===== config.mk =====
export PLATFORM = sky130hd
export DESIGN_NAME = exc_commit_ctrl
export DESIGN_NICKNAME = d
export VERILOG_FILES = /design/src/rtl/exc_commit_ctrl.sv
export SDC_FILE = /design/constraint.sdc
export NUM_CORES = 1
export LEC_CHECK = 0
export BUFFER_PORTS_ARGS = -buffer_cell sky130_fd_sc_hd__buf_4
export CAP_MARGIN = 20
export CORE_UTILIZATION = 25
export CTS_CLUSTER_DIAMETER = 80
export DETAILED_ROUTE_END_ITERATION = 6
export PLACE_DENSITY_LB_ADDON = 0.15
export SYNTH_ARGS = -nofsm -noshare
export SYNTH_HDL_FRONTEND = slang
export SYNTH_SLANG_ARGS = --single-unit

===== constraint.sdc =====
create_clock -name clk -period 2.3 [get_ports clk]
set_input_delay 0.345 -clock clk [delete_from_list [all_inputs] [get_ports clk]]
set_output_delay 0.345 -clock clk [all_outputs]
set_load 0.02 [all_outputs]

===== src/rtl/exc_commit_ctrl.sv =====
// Dual-issue commit-stage exception controller: interrupt masking, per-slot exception
// prioritisation, CP0 excepttype codes, and flush/drain/redirect sequencing. Optional: INT_SYNC_EN.
module exc_commit_ctrl #(
    parameter logic [31:0] EXC_VECTOR = 32'hBFC0_0380,
    parameter int          DRAIN_MAX  = 16
) (
    input  logic        clk,
    input  logic        rst,
    input  logic        stall_w,
    input  logic        valid1_i,
    input  logic        valid2_i,
    input  logic [7:0]  excflags1_i,
    input  logic [7:0]  excflags2_i,
    input  logic [31:0] status_i,
    input  logic [31:0] cause_i,
    input  logic [31:0] epc_i,
    input  logic [5:0]  int_i,
    input  logic        mem_busy_i,
    output logic [31:0] excepttype1_o,
    output logic [31:0] excepttype2_o,
    output logic        kill2_o,
    output logic        flush_o,
    output logic        redirect_o,
    output logic [31:0] redirect_pc_o,
    output logic        busy_o
);

    localparam int             CW       = $clog2(DRAIN_MAX) + 1;
    localparam logic [CW-1:0]  CNT_LAST = CW'(DRAIN_MAX - 1);
    localparam logic [CW-1:0]  CNT_SAT  = {CW{1'b1}};
    localparam logic [7:0]     CODE_INT = 8'h01;
    localparam logic [7:0]     CODE_ERET = 8'h0e;

    typedef enum logic [1:0] {
        IDLE     = 2'd0,
        DRAIN    = 2'd1,
        REDIRECT = 2'd2
    } state_t;

    state_t         state;
    state_t         state_next;
    logic [CW-1:0]  drain_cnt;
    logic [5:0]     int_s;
    logic           int_pend;
    logic           commit;
    logic [7:0]     code1;
    logic [7:0]     code2;
    logic [7:0]     take_code;
    logic           take;
    logic [31:0]    target;

    logic unused_bits;
    assign unused_bits = ^{status_i[31:16], status_i[7:2], cause_i[31:16], cause_i[7:0]};

`ifdef INT_SYNC_EN
    logic [5:0] int_meta;
    logic [5:0] int_sync;

    always_ff @(posedge clk) begin
        if (rst) begin
            int_meta <= '0;
            int_sync <= '0;
        end else begin
            int_meta <= int_i;
            int_sync <= int_meta;
        end
    end

    assign int_s = int_sync;
`else
    assign int_s = int_i;
`endif

    assign int_pend = status_i[0] & ~status_i[1]
                    & (|(status_i[15:8] & {int_s, cause_i[9:8]}));

    // Later assignments override earlier ones, so the list runs lowest priority first.
    function automatic logic [7:0] flag_code(input logic [7:0] f);
        logic [7:0] c;
        c = 8'h00;
        if (f[7]) c = 8'h0e;
        if (f[6]) c = 8'h05;
        if (f[5]) c = 8'h04;
        if (f[4]) c = 8'h09;
        if (f[3]) c = 8'h08;
        if (f[2]) c = 8'h0c;
        if (f[1]) c = 8'h0a;
        if (f[0]) c = 8'h04;
        return c;
    endfunction

    assign commit = (state == IDLE) & ~stall_w & ~rst;

    // The interrupt rides on the oldest valid slot; with no valid slot it waits.
    always_comb begin
        code1 = 8'h00;
        code2 = 8'h00;
        if (valid1_i) begin
            code1 = int_pend ? CODE_INT : flag_code(excflags1_i);
        end
        if (valid2_i) begin
            code2 = (int_pend & ~valid1_i) ? CODE_INT : flag_code(excflags2_i);
        end
    end

    assign take_code = (code1 != 8'h00) ? code1 : code2;
    assign take      = commit & (take_code != 8'h00);
    assign target    = (take_code == CODE_ERET) ? epc_i : EXC_VECTOR;

    always_comb begin
        state_next    = state;
        excepttype1_o = 32'h0;
        excepttype2_o = 32'h0;
        kill2_o       = 1'b0;
        flush_o       = 1'b0;
        redirect_o    = 1'b0;
        busy_o        = 1'b0;
        case (state)
            IDLE: begin
                if (commit) begin
                    excepttype1_o = {24'h0, code1};
                    excepttype2_o = (code1 != 8'h00) ? 32'h0 : {24'h0, code2};
                    kill2_o       = (code1 != 8'h00);
                end
                if (take) begin
                    flush_o    = 1'b1;
                    state_next = DRAIN;
                end
            end
            DRAIN: begin
                flush_o = 1'b1;
                busy_o  = 1'b1;
                if (~mem_busy_i || (drain_cnt == CNT_LAST)) begin
                    state_next = REDIRECT;
                end
            end
            REDIRECT: begin
                flush_o    = 1'b1;
                busy_o     = 1'b1;
                redirect_o = 1'b1;
                state_next = IDLE;
            end
            default: begin
                state_next = IDLE;
            end
        endcase
    end

    always_ff @(posedge clk) begin
        if (rst) begin
            state         <= IDLE;
            drain_cnt     <= '0;
            redirect_pc_o <= 32'h0;
        end else begin
            state <= state_next;
            if (take) begin
                drain_cnt     <= '0;
                redirect_pc_o <= target;
            end else if ((state == DRAIN) && (drain_cnt != CNT_SAT)) begin
                drain_cnt <= drain_cnt + 1'b1;
            end
        end
    end

endmodule


==> results.py <==
metrics = {
    "floorplan": {
        "fp-row-count": 36,
        "start_util": 0.2601,
        "core_area_um2": 9819,
        "num_io_pins": 224,
        "die-area_um2": 10620,
        "die_h_um": 103.1,
        "die_x_um": 103.1,
    },
    "setup_path": {
        "worstPathMaxFanout": 4,
        "ff2ff_setup_slack_ns": 0.34,
        "cpMostUsedCell": "buf_4",
        "cp_slowest_cell": "or3_1",
        "endpoint_kind": "output pin",
        "r2r_cells": 9,
        "cp_cell_sequence": "buf_4, or3_1, o31ai_2, buf_4, nand3b_1, a211oi_1, buf_4",
        "cp-start-kind": "input port",
        "critPathMaxStageDelay_ns": 0.42,
        "path_class": "input port to output pin",
        "required_ns": 1.96,
        "cp.arrival_ns": 1.90,
    },
    "synthesis": {
        "netlist_area_um2": 2554,
        "yosys_register_bits": 39,
        "ys_warn_count": 0,
        "synth_area_per_cell_um2": 8.081,
        "synthDistinctLibCells": 44,
        "yosysSeqAreaShare": 0.3057,
        "syn_inst": 316,
    },
    "routing": {
        "drt_iter0_drc": 59,
        "ant_nets": 0,
        "viasPerCell": 4.280,
        "routed_wl_mm": 6.967,
        "routedWlPerCell_um": 12.12,
        "firstDrtPassIters": 4,
        "vias": 2461,
        "drc": 0,
    },
    "pwr": {
        "power.density_nw_per_um2": 550.0,
        "p_leak_nw": 1.628,
        "power.total_mw": 2.005,
        "ir_drop_uv": 305.3,
    },
    "clock_network": {
        "clock_latency_ns": 0.29,
        "cts_root_buf": "clkbuf_8",
        "htreeDepth": 2,
        "tritoncts": "done",
        "ctsHoldBuffers": 0,
        "cts_buffer_depth": 2,
        "clkTransAtPathRegs_ns": 0.08,
        "numCtsBuffers": 5,
        "clock_sinks": 39,
    },
    "timing": {
        "min_period_ns": 2.241,
        "fin_ws_ns": 0.05946,
        "fmax_mhz": 446.3,
        "final.period_utilization": 0.9741,
        "hold_violations": 0,
        "rsz0062_at_grt": "yes",
        "final.setup_skew_ns": 0.001733,
        "drv_slew": 0,
        "setup-tns-final_ns": 0,
        "setup_viol": 0,
    },
    "placed_design": {
        "io_buffer_count": 115,
        "pre_cts_ws_ns": 0.02953,
        "routabilityCongestion": 0.7881,
        "dp_hpwl_mm": 5.247,
    },
    "worst_hold_path": {
        "whs_path_depth": 2,
        "hold_class": "input port to flip-flop",
    },
    "final_layout": {
        "syn_to_final_growth_pct": 42.72,
        "layout_commonest_cell": "buf_4",
        "mostFrequentLayoutCells": "buf_4, conb_1, nor2_1, dfxtp_1, nand2_1",
        "drive_gt1_frac": 0.3846,
        "diodes": 0,
        "nNetsFinal": 572,
    },
    "global_route": {
        "gr-usage-all-layers": 0.1294,
        "grt_pass1_vias": 2287,
        "grt_pass1_wl_mm": 10.86,
        "overflow": 0,
        "grt_antenna_before_repair": 0,
        "grt_max_degree": 34,
    },
    "run_status": {
        "status": "completed",
    },
    "job": {
        "drv_cap": 0,
    },
}
==> routing by layer <==
layer / vias up / wire (µm) / global-route usage
met5: - / 0 / 0
met4: 0 / 19 / 0.01950
met3: 2 / 404 / 0.02847
met2: 91 / 3389 / 0.2251
met1: 1139 / 3153 / 0.1664
li1: 1229 / - / -
==> area by class of cell <==
cell class | instances | area [µm²]
Multi-Input combinational cell | 253 | 1523
Clock buffer | 6 | 72.57
Inverter | 7 | 28.78
Clock inverter | 2 | 12.51
Fill cell | 1073 | 6175
Timing Repair Buffer | 135 | 1059
Sequential cell | 39 | 783.3
Tap cell | 133 | 166.4
==> Yosys cell counts <==
| library cell | number | area share |
|---|---|---|
| conb_1 | 1 | 0.0015 |
| xor2_1 | 2 | 0.0069 |
| nand4b_1 | 1 | 0.0034 |
| dfxtp_1 | 39 | 0.31 |
| a211o_1 | 1 | 0.0034 |
| a221o_1 | 2 | 0.0078 |
| clkbuf_1 | 9 | 0.013 |
| nor3b_1 | 2 | 0.0059 |
| or4b_1 | 1 | 0.0039 |
| a31oi_1 | 3 | 0.0074 |
| nor3_1 | 9 | 0.018 |
| nor4_1 | 4 | 0.0098 |
| xnor2_1 | 1 | 0.0034 |
| o21ai_0 | 7 | 0.014 |
| a211oi_1 | 6 | 0.018 |
| ha_1 | 7 | 0.034 |
| a41oi_1 | 1 | 0.0034 |
| or2_2 | 1 | 0.0025 |
| buf_2 | 5 | 0.0098 |
| nand3b_1 | 22 | 0.065 |
| o31ai_2 | 1 | 0.0049 |
| or3_1 | 4 | 0.0098 |
| o21ai_1 | 17 | 0.033 |
| a2bb2oi_1 | 1 | 0.0034 |
| o21a_1 | 2 | 0.0059 |
| nand2_1 | 23 | 0.034 |
| a211oi_2 | 10 | 0.049 |
| inv_1 | 7 | 0.010 |
| a311oi_1 | 1 | 0.0034 |
| a21oi_1 | 3 | 0.0059 |
| a221oi_4 | 1 | 0.010 |
| mux2i_1 | 1 | 0.0039 |
| nand4_1 | 1 | 0.0025 |
| nor2_1 | 44 | 0.065 |
| o221a_2 | 1 | 0.0044 |
| a22oi_1 | 4 | 0.012 |
| nor2b_1 | 5 | 0.012 |
| and3_1 | 2 | 0.0049 |
| nand2b_1 | 2 | 0.0049 |
| nand4bb_1 | 1 | 0.0044 |
| buf_4 | 58 | 0.17 |
| a31o_2 | 1 | 0.0034 |
| or4b_2 | 1 | 0.0039 |
| and2_1 | 1 | 0.0025 |
==> kinds of logic after synthesis <==
| group | synth area share |
|---|---|
| DFF | 0.3057 |
| other | 0.001468 |
| buffers and inverters | 0.2038 |
| AOI/OAI and AO/OA | 0.1891 |
| and+or+nand+nor | 0.2513 |
| adders and majority gates | 0.03430 |
| muxes | 0.003920 |
| xor gates and xnor gates | 0.01029 |
==> through the flow <==
step | area (µm²) | util | std cells | hold WS [ns]
floorplan | 2769 | - | 371 | 0.4716
global placement | 3490 | 0.3554 | 566 | 0.4666
CTS | 3593 | 0.3660 | 573 | 0.2820
global route | 3645 | 0.3712 | 575 | 0.2903
finish | 3645 | 0.3712 | 575 | 0.2839
detailed placement | 3490 | 0.3554 | 566 | 0.4697
==> worst max-delay path, delay by kind of cell <==
kind / cells / cell delay (ns)
AND/OR/NAND/NOR: 2 / 0.53
AO/OA/AOI/OAI: 2 / 0.54
buffers and inverters: 3 / 0.48
==> report_power, final <==
part           switching (mW)  internal, mW  total (mW)
logic                   0.443         0.343       0.786
registers              0.0295         0.725       0.754
clock network           0.252         0.212       0.464
==> sequential cells by signal, summed over array words and instances (netlist names) <==
signal         flops
state              2
redirect_pc_o     32
drain_cnt          5
==> repair_timing <==
| action | in CTS | in global routing |
|---|---|---|
| setup buffers | 0 | 2 |
| gates resized for setup | 10 | 6 |
| endpoints found under the setup margin | 4 | 6 |
| pin swaps | 5 | 1 |
==> worst paths after layout <==
check | start | endpoint
setup / recovery | excflags1_i[5] | excepttype2_o[3]
hold reg to reg | redirect_pc_o[10] | redirect_pc_o[10]
hold / removal | rst | state[0]
setup reg to reg | state[0] | redirect_pc_o[27]
(Power assumes the default switching activity.)
